## config.mk

```make
export PLATFORM = sky130hd
export DESIGN_NAME = udp_rx
export DESIGN_NICKNAME = d
export VERILOG_FILES = /design/src/rtl/udp_rx.sv
export SDC_FILE = /design/constraint.sdc
export NUM_CORES = 1
export LEC_CHECK = 0
export BUFFER_PORTS_ARGS = -buffer_cell sky130_fd_sc_hd__buf_2
export CAP_MARGIN = 10
export CORE_MARGIN = 8
export CORE_UTILIZATION = 36
export DETAILED_ROUTE_END_ITERATION = 12
export PLACE_DENSITY = 0.63
export SYNTH_ARGS = -nofsm -noshare
export SYNTH_HDL_FRONTEND = slang
export SYNTH_SLANG_ARGS = --single-unit
```

## constraint.sdc

```tcl
create_clock -name clk -period 3.6 [get_ports clk]
set_input_delay 0.54 -clock clk [delete_from_list [all_inputs] [get_ports clk]]
set_output_delay 0.54 -clock clk [all_outputs]
set_load 0.02 [all_outputs]
```

## src/rtl/udp_rx.sv

```systemverilog
// udp_rx: GMII-side UDP/IPv4 receiver.
// Strips the preamble/SFD and the Ethernet, IPv4 and UDP headers, filters on
// the board MAC (or broadcast), IPv4 address and UDP port, and packs accepted
// payload MSB-first into OUT_BYTES-wide words. FCS is not checked; pad and FCS
// bytes after the payload are discarded.
//
// Ports:
//   clk, rst              GMII RX clock, synchronous active-high reset
//   BOARD_MAC/IP/PORT     local addresses (quasi-static)
//   gmii_rx_dv, gmii_rxd  GMII receive data valid / byte
//   rec_en                one-cycle strobe, rec_data holds a payload word
//   rec_data              payload word, first byte in the MSBs
//   rec_pkt_done          one-cycle strobe with the last payload word
//   rec_byte_num          UDP payload byte count of the last accepted frame
//   rec_err               one-cycle strobe, accepted frame cut short by dv=0
//   src_ip, src_port      sender of the last accepted frame
//   dbg_state             current FSM state (state_t encoding)
//
// There is no flow control: every output is a registered strobe or a held
// value, and a strobe rises in the cycle after the clock edge that sampled the
// byte causing it.
module udp_rx #(
  parameter int OUT_BYTES = 4,
  parameter int MIN_IHL   = 5
) (
  input  logic                   clk,
  input  logic                   rst,
  input  logic [47:0]            BOARD_MAC,
  input  logic [31:0]            BOARD_IP,
  input  logic [15:0]            BOARD_PORT,
  input  logic                   gmii_rx_dv,
  input  logic [7:0]             gmii_rxd,
  output logic                   rec_en,
  output logic [OUT_BYTES*8-1:0] rec_data,
  output logic                   rec_pkt_done,
  output logic [15:0]            rec_byte_num,
  output logic                   rec_err,
  output logic [31:0]            src_ip,
  output logic [15:0]            src_port,
  output logic [2:0]             dbg_state
);
  localparam int W = OUT_BYTES * 8;

  typedef enum logic [2:0] {
    IDLE, PREAMBLE, ETH_HEAD, IP_HEAD, UDP_HEAD, RX_DATA, RX_END
  } state_t;

  state_t       state_q, state_d;
  logic [15:0]  cnt_q, cnt_d;
  // Per-header filter flags: uc = unicast MAC match, bc = broadcast MAC,
  // ok = every other check of the current header so far.
  logic         uc_q, uc_d, bc_q, bc_d, ok_q, ok_d;
  logic [3:0]   ihl_q, ihl_d;
  logic [31:0]  ip_cand_q, ip_cand_d;
  logic [15:0]  port_cand_q, port_cand_d;
  logic [15:0]  udp_len_q, udp_len_d;
  logic [W-1:0] pack_q, pack_d;
  logic [4:0]   bidx_q, bidx_d;
  logic         rec_en_q, rec_en_d, done_q, done_d, err_q, err_d;
  logic [W-1:0] rec_data_q, rec_data_d;
  logic [15:0]  byte_num_q, byte_num_d;
  logic [31:0]  src_ip_q, src_ip_d;
  logic [15:0]  src_port_q, src_port_d;

  logic [15:0]  hdr_last;   // index of the last IPv4 header byte
  logic [W-1:0] word;       // packing register with the current byte placed

  assign hdr_last = {10'd0, ihl_q, 2'b00} - 16'd1;

  // Bytes are written at their final position, so a partial word is already
  // left-aligned with zero low bytes.
  always_comb begin
    word = pack_q;
    for (int i = 0; i < OUT_BYTES; i++) begin
      if (bidx_q == 5'(i)) word[W-1-8*i -: 8] = gmii_rxd;
    end
  end

  always_comb begin
    state_d     = state_q;
    cnt_d       = cnt_q + 16'd1;
    uc_d        = uc_q;
    bc_d        = bc_q;
    ok_d        = ok_q;
    ihl_d       = ihl_q;
    ip_cand_d   = ip_cand_q;
    port_cand_d = port_cand_q;
    udp_len_d   = udp_len_q;
    pack_d      = pack_q;
    bidx_d      = bidx_q;
    rec_en_d    = 1'b0;
    done_d      = 1'b0;
    err_d       = 1'b0;
    rec_data_d  = rec_data_q;
    byte_num_d  = byte_num_q;
    src_ip_d    = src_ip_q;
    src_port_d  = src_port_q;

    if (state_q != IDLE && state_q != RX_END && !gmii_rx_dv) begin
      state_d = IDLE;
      err_d   = (state_q == RX_DATA);
    end else begin
      case (state_q)
        IDLE: begin
          if (gmii_rx_dv && gmii_rxd == 8'h55) begin
            state_d = PREAMBLE;
            pack_d  = '0;
            bidx_d  = '0;
          end
        end
        PREAMBLE: begin
          if (cnt_q == 16'd7) state_d = (gmii_rxd == 8'hD5) ? ETH_HEAD : RX_END;
          else if (gmii_rxd != 8'h55) state_d = RX_END;
        end
        ETH_HEAD: begin
          for (int i = 0; i < 6; i++) begin
            if (cnt_q == 16'(i)) begin
              if (gmii_rxd != BOARD_MAC[47-8*i -: 8]) uc_d = 1'b0;
              if (gmii_rxd != 8'hFF) bc_d = 1'b0;
            end
          end
          if (cnt_q == 16'd12 && gmii_rxd != 8'h08) ok_d = 1'b0;
          if (cnt_q == 16'd13 && gmii_rxd != 8'h00) ok_d = 1'b0;
          if (cnt_q == 16'd13) state_d = ((uc_d || bc_d) && ok_d) ? IP_HEAD : RX_END;
        end
        IP_HEAD: begin
          if (cnt_q == 16'd0) begin
            ihl_d = gmii_rxd[3:0];
            if (gmii_rxd[7:4] != 4'd4) ok_d = 1'b0;
            if (gmii_rxd[3:0] < 4'(MIN_IHL)) state_d = RX_END;
          end else begin
            if (cnt_q == 16'd9 && gmii_rxd != 8'd17) ok_d = 1'b0;
            if (cnt_q >= 16'd12 && cnt_q <= 16'd15) ip_cand_d = {ip_cand_q[23:0], gmii_rxd};
            for (int i = 0; i < 4; i++) begin
              if (cnt_q == 16'(16 + i) && gmii_rxd != BOARD_IP[31-8*i -: 8]) ok_d = 1'b0;
            end
            // ihl_q was latched at byte 0, so the header end is known here.
            if (cnt_q == hdr_last) state_d = ok_d ? UDP_HEAD : RX_END;
          end
        end
        UDP_HEAD: begin
          if (cnt_q <= 16'd1) port_cand_d = {port_cand_q[7:0], gmii_rxd};
          if (cnt_q == 16'd2 && gmii_rxd != BOARD_PORT[15:8]) ok_d = 1'b0;
          if (cnt_q == 16'd3 && gmii_rxd != BOARD_PORT[7:0]) ok_d = 1'b0;
          if (cnt_q == 16'd4 || cnt_q == 16'd5) udp_len_d = {udp_len_q[7:0], gmii_rxd};
          if (cnt_q == 16'd7) begin
            if (ok_d && udp_len_q >= 16'd8) begin
              byte_num_d = udp_len_q - 16'd8;
              src_ip_d   = ip_cand_q;
              src_port_d = port_cand_q;
              if (udp_len_q == 16'd8) begin
                done_d  = 1'b1;
                state_d = RX_END;
              end else begin
                state_d = RX_DATA;
              end
            end else begin
              state_d = RX_END;
            end
          end
        end
        RX_DATA: begin
          if (bidx_q == 5'(OUT_BYTES - 1) || cnt_q == byte_num_q - 16'd1) begin
            rec_en_d   = 1'b1;
            rec_data_d = word;
            pack_d     = '0;
            bidx_d     = '0;
            if (cnt_q == byte_num_q - 16'd1) begin
              done_d  = 1'b1;
              state_d = RX_END;
            end
          end else begin
            pack_d = word;
            bidx_d = bidx_q + 5'd1;
          end
        end
        RX_END: begin
          if (!gmii_rx_dv) state_d = IDLE;
        end
        default: state_d = IDLE;
      endcase
    end

    // Every state change restarts the byte count and the header checks.
    if (state_d != state_q) begin
      cnt_d = (state_d == PREAMBLE) ? 16'd1 : 16'd0;
      uc_d  = 1'b1;
      bc_d  = 1'b1;
      ok_d  = 1'b1;
    end
  end

  always_ff @(posedge clk) begin
    if (rst) begin
      state_q     <= IDLE;
      cnt_q       <= '0;
      uc_q        <= 1'b0;
      bc_q        <= 1'b0;
      ok_q        <= 1'b0;
      ihl_q       <= '0;
      ip_cand_q   <= '0;
      port_cand_q <= '0;
      udp_len_q   <= '0;
      pack_q      <= '0;
      bidx_q      <= '0;
      rec_en_q    <= 1'b0;
      done_q      <= 1'b0;
      err_q       <= 1'b0;
      rec_data_q  <= '0;
      byte_num_q  <= '0;
      src_ip_q    <= '0;
      src_port_q  <= '0;
    end else begin
      state_q     <= state_d;
      cnt_q       <= cnt_d;
      uc_q        <= uc_d;
      bc_q        <= bc_d;
      ok_q        <= ok_d;
      ihl_q       <= ihl_d;
      ip_cand_q   <= ip_cand_d;
      port_cand_q <= port_cand_d;
      udp_len_q   <= udp_len_d;
      pack_q      <= pack_d;
      bidx_q      <= bidx_d;
      rec_en_q    <= rec_en_d;
      done_q      <= done_d;
      err_q       <= err_d;
      rec_data_q  <= rec_data_d;
      byte_num_q  <= byte_num_d;
      src_ip_q    <= src_ip_d;
      src_port_q  <= src_port_d;
    end
  end

  assign rec_en       = rec_en_q;
  assign rec_data     = rec_data_q;
  assign rec_pkt_done = done_q;
  assign rec_byte_num = byte_num_q;
  assign rec_err      = err_q;
  assign src_ip       = src_ip_q;
  assign src_port     = src_port_q;
  assign dbg_state    = state_q;
endmodule

```

==> results of run 1 <==
final cells by class:
cell class / instances / area [µm²] / area share, %
clock inverters: 14 / 263 / 1.92
inverters: 19 / 71.3 / 0.520
multi-input cells: 1070 / 6320 / 46.1
well taps: 402 / 503 / 3.67
repair buffers: 240 / 1330 / 9.72
flip-flops and latches: 226 / 4520 / 33.0
clock buffers: 32 / 702 / 5.12
sequential cells by signal, indices dropped and copies added (netlist names), 3 cells and up:
name          cells
rec_byte_num     16
pack_q           32
src_ip           32
bidx_q            5
ip_cand_q        32
ihl_q             4
udp_len_q        16
port_cand_q      16
src_port         16
rec_data         32
dbg_state         3
cnt_q            16
Yosys cell counts, types with 3 or more instances:
master	number	area (µm²)
sky130_fd_sc_hd__a211oi_1	12	90.1
sky130_fd_sc_hd__a21oi_1	149	746
sky130_fd_sc_hd__a21oi_4	4	65.1
sky130_fd_sc_hd__a311oi_1	28	245
sky130_fd_sc_hd__a31o_2	3	26.3
sky130_fd_sc_hd__a31oi_1	3	18.8
sky130_fd_sc_hd__a41oi_1	3	26.3
sky130_fd_sc_hd__and2_1	14	87.6
sky130_fd_sc_hd__and3_1	12	75.1
sky130_fd_sc_hd__buf_1	10	37.5
sky130_fd_sc_hd__buf_2	26	130
sky130_fd_sc_hd__buf_4	4	30.0
sky130_fd_sc_hd__buf_6	3	33.8
sky130_fd_sc_hd__clkbuf_1	68	255
sky130_fd_sc_hd__dfxtp_1	226	4520
sky130_fd_sc_hd__ha_1	11	138
sky130_fd_sc_hd__inv_1	19	71.3
sky130_fd_sc_hd__mux2i_1	13	130
sky130_fd_sc_hd__nand2_1	343	1290
sky130_fd_sc_hd__nand2b_1	4	25.0
sky130_fd_sc_hd__nand3_1	46	230
sky130_fd_sc_hd__nand3b_1	5	37.5
sky130_fd_sc_hd__nand4_1	33	206
sky130_fd_sc_hd__nor2_1	80	300
sky130_fd_sc_hd__nor2_2	10	62.6
sky130_fd_sc_hd__nor2b_1	3	18.8
sky130_fd_sc_hd__nor3_1	24	120
sky130_fd_sc_hd__nor3b_1	4	30.0
sky130_fd_sc_hd__nor4_1	14	87.6
sky130_fd_sc_hd__nor4_4	4	85.1
sky130_fd_sc_hd__nor4b_2	3	45.0
sky130_fd_sc_hd__o2111ai_1	3	26.3
sky130_fd_sc_hd__o211a_1	3	30.0
sky130_fd_sc_hd__o211ai_1	3	22.5
sky130_fd_sc_hd__o21a_1	4	30.0
sky130_fd_sc_hd__o21ai_0	19	95.1
sky130_fd_sc_hd__o32ai_1	25	219
sky130_fd_sc_hd__or2_2	4	25.0
sky130_fd_sc_hd__xnor2_1	99	867
sky130_fd_sc_hd__xor2_1	46	403
cells by family after synthesis:
logic type | count (synthesis)
buffers and inverters | 130
AND/OR/NAND/NOR | 622
XOR/XNOR | 145
AO/OA/AOI/OAI | 278
adder cells (fa/ha/maj) | 11
flip-flops | 226
multiplexers | 14
metal layers:
layer  global-route usage, %  routed length [µm]  up-vias
li1                        -                   -     5220
met1                    22.8               15500     5089
met2                    30.7               16900      256
met3                    3.28                1830       48
met4                    4.78                 771        2
met5                       0                  12        -
where the power goes:
part | internal, mW | leakage, nW | switching, mW
combinational | 0.159 | 2.88 | 0.228
clock | 1.88 | 0.459 | 1.06
sequential | 2.50 | 1.82 | 0.00714
worst max-delay path, delay by kind of cell (launching register included):
kind / cells / cell delay, ns
buffers and inverters: 1 / 0.24
and+or+nand+nor: 4 / 1.06
AOI/OAI and AO/OA: 5 / 1.39
DFF: 1 / 0.40
worst max-delay path by stage:
| stage | cells after the start | endpoint | slack, ns | start |
|---|---|---|---|---|
| finish | 10 | rec_data[31] | 0.34 | rec_byte_num[2] |
| global route | 11 | pack_q[9] | 0.07 | rec_byte_num[0] |
| CTS | 11 | pack_q[31] | 0.24 | rec_byte_num[0] |
| detailed placement | 11 | pack_q[31] | 0.24 | rec_byte_num[0] |
| global placement | 12 | cnt_q[9] | 0.32 | gmii_rxd[0] |
| floorplan | 12 | bidx_q[4] | 0.63 | rec_byte_num[0] |
layout by cell type, fill, tap and decap left out, drive strengths merged, types with 25 or more instances in the layout:
| cell type | Yosys | final |
|---|---|---|
| o32ai | 25 | 25 |
| dfxtp | 226 | 226 |
| nand4 | 33 | 33 |
| nand2 | 343 | 343 |
| nand3 | 47 | 47 |
| a311oi | 29 | 29 |
| clkbuf | 68 | 32 |
| xnor2 | 99 | 99 |
| nor3 | 25 | 25 |
| a21oi | 153 | 153 |
| nor2 | 91 | 91 |
| buf | 43 | 240 |
| xor2 | 46 | 46 |
what timing repair did:
action | CTS | global route
setup buffers | 0 | 0
gates resized for setup | 0 | 1
setup endpoints to repair | 0 | 16
hold endpoints to repair | 0 | 0
==> results.txt, run 1 <==
The area of the placeable core is 31,300 µm², and the count of flip-flops with a built-in enable after synthesis is 0. Dividing the detail-routed wire length by the instance count gives 17.4 µm. With fillers left out, the area of the finished cells amounts to 13,700 µm².

Counting cells, the worst reg-to-reg path comes to 10. Setup repair after global routing left no endpoint under its margin. The combined global-route utilization of all metal layers came out at 17.9%. Filler cell count in the final layout: 3,135.

For the share of the yosys chip area belonging to registers, the log shows 39.7%. Once detailed placement completed, the half-perimeter wirelength came to 24,800 µm. The global placement routability congestion is 0.925.

The tools report the clock root buffer as sky130_fd_sc_hd__clkbuf_16. The run finished with clean final reports. The tools report the critical path data arrival time as 3.67 ns. The first routing iteration left 642 violations. The worst min-delay path category is reg -> reg. From synthesis to final layout, the design area changed by 20.5%.

Subtracting the final worst setup slack from the clock period gives 3.26 ns. Synthesis produced a netlist with a net count of 1,544. The setup slack after layout was 0.338 ns.

The tools report the post-layout total power as 5.84 mW. The worst hold path terminates at src_ip[13]. The via density per instance is 5.30. Among all flip-flop cells after synthesis, the most frequent one is sky130_fd_sc_hd__dfxtp_1. Along the worst path, the maximum fanout reaches 64. The logs give 307 MHz for the top achievable clock speed and 1,957 for the number of placed cells counting well taps. The critical path start-end classification is reg -> reg.

The first TritonRoute pass finished after 5 iterations. The async set-reset flop share out of synthesis was 0%; the fraction of synthesized area in multiplexers was 1.24%. For the final database, setup skew stands at 0.0123 ns.

The number of core rows is 65. Buffers inserted during clock tree synthesis total 25. Dividing the synthesized area by the synthesized cell count gives 7.98 µm². After Yosys synthesis, full adders, half adders and majority gates account for 1.21% of the synthesized area.

The vertical die dimension is 194 µm, and the transition time at the pin with the least slew margin is 0.801 ns. Final hold analysis gives a worst-case slack of 0.446 ns. Die width: 194 µm.

The peak supply drop is 342 µV. Setup violations remaining at the end of the flow were counted as 0. Clock latency on the worst-skew pair, taken at its later pin, is 0.52 ns. In the final design database the tool counted 1,700 nets. In the final layout, the share of cells above drive strength 1 is 20.6%.

Pin placement for this block handled 209 I/O pins. Data on the critical path is required at its endpoint by 4.01 ns. The tools report the startpoint of the lowest-slack register-to-register path as rec_byte_num[2]. On the critical path, the stage with the largest delay is an instance of sky130_fd_sc_hd__or4_4. For this block, the routed nets add up to 34,900 µm of wire.

The largest family of logic cells by synthesized area was simple AND/OR/NAND/NOR gates. The run gives 175 as the largest net degree at the start of global routing. Of the total synthesized cell area, the portion taken by AND, OR, NAND and NOR gates is 25.6%. The number of antenna violations at the first check in global routing was 1; the cell area after technology mapping was 11,400 µm². Along the worst hold path, the cell count comes to 2.

TritonCTS built the clock tree. In this run the tightest slew margin relative to its limit is 46.6%. The tools report the final global-route overflow total as 0. Number of distinct library cells after synthesis: 70. The end of the worst register-to-register path was rec_data[31]. After technology mapping, the gate count stands at 1,426.

The final critical path takes up 90.6% of the cycle. Across the run, the number of max-cap violations was 0. For this design, the CTS-stage hold fixing added 0 buffers. Prior to clock tree synthesis, the placed netlist has a worst setup slack of 0.240 ns. For the number of inserted diodes, the log shows 0. Walking the worst path, the cells encountered are or4_4, nor4_4, o2111a_1, o22ai_1, a2111oi_4, a21oi_4, nor2_8, buf_12, nor2_1, a311oi_1. The synthesized netlist devotes 11.2% of its cell area to XOR and XNOR gates. For this block, the via count after detailed routing is 10,615.

The hold violation count in the final report was 0; the remaining design rule violation count was 0. Clock-pin slew was measured on the worst setup and hold paths at 0.06 ns. The logs give 0 for the count of synthesis-stage warnings from yosys and 36.4% for the starting density of the core. For this design the static power due to leakage is 5.16 nW.

Across all register-to-register paths, the minimum setup slack is 0.34 ns. No sink is reached through more buffers than the 3 on the longest clock path. The first global-routing pass estimated 56,500 µm of wire. For this design the ratio of total power to cell area is 426 nW/µm². The logs give 0 for the residual antenna-violating net count after detailed routing and 43.8% for the final core utilization. The tools report the via count of the first global-routing pass as 10,457. The post-synthesis compound-gate area fraction was 16.2%; the number of clock sinks seen by CTS was 226.

The startpoint identified for the worst hold timing path is src_ip[13]. Setup total negative slack on the finished layout was measured at 0 ns. Counting flops and latches in the post-synthesis netlist gives 226.

In this run the tool buffered the top-level ports with 208 buffer cells. STA classifies the critical path startpoint as a flip-flop. The tools report the number of levels the H-tree was split into as 1.

The largest single stage delay on the critical path is 0.58 ns. STA classifies the critical path endpoint as a flip-flop. The die covers 37,600 µm². After detailed placement, the total cell area comes to 12,800 µm².

The number of pins exceeding their max-slew limit in the final report was 0; the number of standard cells in the final layout excluding fillers was 2,003.
Note: power is estimated with default switching activity, not from simulation.
==> run 2: changes to the inputs <==
--- a/config.mk
+++ b/config.mk
@@ -7,10 +7,10 @@
 export LEC_CHECK = 0
 export BUFFER_PORTS_ARGS = -buffer_cell sky130_fd_sc_hd__buf_2
 export CAP_MARGIN = 10
-export CORE_MARGIN = 8
-export CORE_UTILIZATION = 36
+export CORE_MARGIN = 2
+export CORE_UTILIZATION = 56
 export DETAILED_ROUTE_END_ITERATION = 12
-export PLACE_DENSITY = 0.63
+export PLACE_DENSITY = 0.87
 export SYNTH_ARGS = -nofsm -noshare
 export SYNTH_HDL_FRONTEND = slang
 export SYNTH_SLANG_ARGS = --single-unit
==> run 2 against run 1 <==
Critical endpoint is now rec_data[18]. Global-route usage grew 12 points. Routed wire length shrank 7.3%. Clock power shrank 18%. Sequential share of layout area grew 1.1 points.
==> results.txt, run 2 (synthesis results as in run 1) <==
The run finished with clean final reports. Number of CTS-inserted buffers: 23 (-8.0%). The global placement routability congestion came out at 0.972 (+5.0%). Via density per instance: 5.86 (+11%). Via count of the first global-routing pass: 10,464 (+0.067%). The filler cell count in the final layout was 1,615 (-48%); the layout overhead on the synthesized area was 16.8%. The tools report the wire length of the first global-routing pass as 52,600 µm (-6.8%).

The number of placed cells counting well taps was 1,817 (-7.2%). The tools report the final-layout setup total negative slack as 0 ns (unchanged). The library cells used most frequently in the layout, excluding fill and tap cells, are 342 x sky130_fd_sc_hd__nand2_1, 226 x sky130_fd_sc_hd__dfxtp_1, 207 x sky130_fd_sc_hd__buf_2. The logs give 298 MHz (-2.7%) for the top achievable clock speed and 0 (unchanged) for the post-cts sizing count. The tools report the clock group share of total power as 45.5% (-4.9 points). The via count is 10,874 (+2.4%), and the sequential cell area is 4520 µm² (unchanged). The logs give 56.6% (+20 points) for the starting density of the core and 0 (unchanged) for the number of failing setup endpoints in the final timing report. The tools report the area of the placeable core as 20,100 µm² (-36%). Largest stage delay on the critical path: 0.61 ns (+0.03 ns).

The total of max-cap violations was 0 (unchanged); the setup slack after layout was 0.247 ns (-0.0909 ns). The slowest stage of the critical path is the sky130_fd_sc_hd__a2111oi_4 cell. The routed length per instance works out to 17.5 µm (about the same). Number of I/O port buffers: 208 (unchanged). Traced cell by cell, the critical path runs through or4_4, nor4_4, nand2_1, xnor2_1, a2111oi_4, a21oi_4, nor2_8, buf_12, nor2_1, a311oi_1. The number of pins exceeding their max-slew limit in the final report came out at 0 (unchanged).

The library cell used most frequently in the layout, excluding fill and tap cells, is sky130_fd_sc_hd__nand2_1. The number of antenna violations at the first check in global routing is 0 (-1), and the area of the multi-input gates is 6330 µm² (about the same). The area enclosed by the die boundary is 21,500 µm² (-43%). STA classifies the critical path endpoint as a flip-flop. The post-CTS clock slew at the launch and capture registers of the worst setup and hold paths is 0.06 ns (about the same). For the critical path data arrival time, the log shows 3.74 ns (+0.07 ns). The post-CTS setup buffer count came out at 0 (unchanged). For the sequential share of power, the log shows 47.5% (+4.5 points). In this run the worst hold path is classified as reg -> reg. Sort of element at the start of the critical path: a flip-flop. The run gives 226 (unchanged) as the number of clock sinks seen by CTS.

The number of standard cells in the final layout excluding fillers is 1,855 (-7.4%), and the final design area excluding fillers is 13,300 µm² (-3.1%). Critical path start-end classification: reg -> reg. The number of inserted diodes is 0 (unchanged).

The leakage power figure is 5.04 nW (-2.3%), and the hold violation count in the final report is 0 (unchanged). The number of core rows is 52 (-20%). The hold-fix buffer count after cts is 0 (unchanged), and the post-layout total power is 5.30 mW (-9.3%). The detailed-route wire length came out at 32,400 µm (-7.3%). The post-layout minimum cycle time is 3.35 ns (+0.0909 ns), and the iteration-0 DRC count of the detailed router is 792 (+23%). The cell area power density is 398 nW/µm² (-6.4%), and the combinational fraction of design power is 7.1% (+0.5 points). Setup repair after global routing left no endpoint under its margin. The combined global-route utilization of all metal layers is 29.5% (+12 points), and the transition time at the pin with the least slew margin is 0.858 ns (+0.0563 ns). The tools report the worst setup slack before clock tree synthesis as 0.308 ns (+0.0684 ns). The remaining max-slew budget at the tightest pin is 42.2% (-4.4 points), and the final critical-path share of the clock period is 93.1% (+2.5 points). TritonCTS built the clock tree. For the deepest clock path buffer count, the log shows 3 (unchanged). For the power dissipated by switching net loads, the log shows 1.20 mW (-6.9%). The final core utilization is 66.1% (+22 points), and the die width is 147 µm (-24%). The final global-route overflow total came out at 0 (unchanged). The tools report the clock root buffer as sky130_fd_sc_hd__clkbuf_16. The logs give 328 µV (-4.3%) for the peak supply drop and 3.99 ns (-0.02 ns) for the required time of the critical path. The worst-path maximum fanout is 64 (unchanged).

The HPWL reported at the end of detailed placement is 22,000 µm (-11%), and the number of I/O pins is 209 (unchanged). The internal portion of total power was 4.09 mW (-10%); the switching part of the total power was 22.7% (+0.59 points). For the remaining design rule violation count, the log shows 0 (unchanged). The number of iterations in the first detailed-routing pass was 5 (unchanged).

The fraction of final layout cells sized beyond drive strength 1 was 19.7% (-0.93 points); the largest net degree at the start of global routing was 131 (-25%). The layout net count is 1,690 (-0.59%), and the cell area after placement is 12,500 µm² (-1.8%). The clock latency at the later pin of the worst-skew pair is 0.50 ns (-0.02 ns), and the vertical die dimension is 147 µm (-24%). The worst-case clock skew is 0.0131 ns (+0.000788 ns), and the number of levels the H-tree was split into is 1 (unchanged).

The residual antenna-violating net count after detailed routing was 0 (unchanged). Smallest hold slack: 0.447 ns (+0.00141 ns).
-- run 2: critical path, delay by kind of cell, from the launching register on --
kind                   cells  cell delay, ns
AO/OA/AOI/OAI              3            1.11
XOR/XNOR                   1            0.18
buffers and inverters      1            0.27
flip-flops                 1            0.41
AND/OR/NAND/NOR            5            1.27
-- run 2: power by group through the flow --
| stage | registers, mW | clock network, mW | logic [mW] |
|---|---|---|---|
| after floorplan | 2.56 | 0 | 0.238 |
| after global placement | 2.57 | 0 | 0.361 |
| after detailed placement | 2.57 | 0 | 0.365 |
| after CTS | 2.51 | 2.43 | 0.368 |
| after global routing | 2.51 | 2.53 | 0.401 |
| final | 2.51 | 2.41 | 0.374 |
-- run 2: cell type report --
| cell class | count | area share [%] |
|---|---|---|
| timing repair buffer | 232 | 9.58 |
| inverter | 19 | 0.536 |
| multi-input combinational | 1070 | 47.6 |
| sequential | 226 | 34.0 |
| tap | 270 | 2.54 |
| clock inverter | 6 | 0.687 |
| clock buffer | 32 | 5.03 |
-- run 2: layer usage --
metal / vias to the layer above / global-route usage (%) / wire [µm]
met2: 380 / 50.0 / 15700
met3: 98 / 4.97 / 1950
met5: - / 0 / 0
li1: 5193 / - / -
met1: 5203 / 37.6 / 13600
met4: 0 / 11.0 / 1110
-- run 2: final timing paths --
check	to	start	cells after the start	slack [ns]
min reg2reg	src_port[13]	src_port[13]	2	0.45
min	src_port[13]	src_port[13]	2	0.45
max	rec_data[18]	rec_byte_num[3]	10	0.25
max reg2reg	rec_data[18]	rec_byte_num[3]	10	0.25
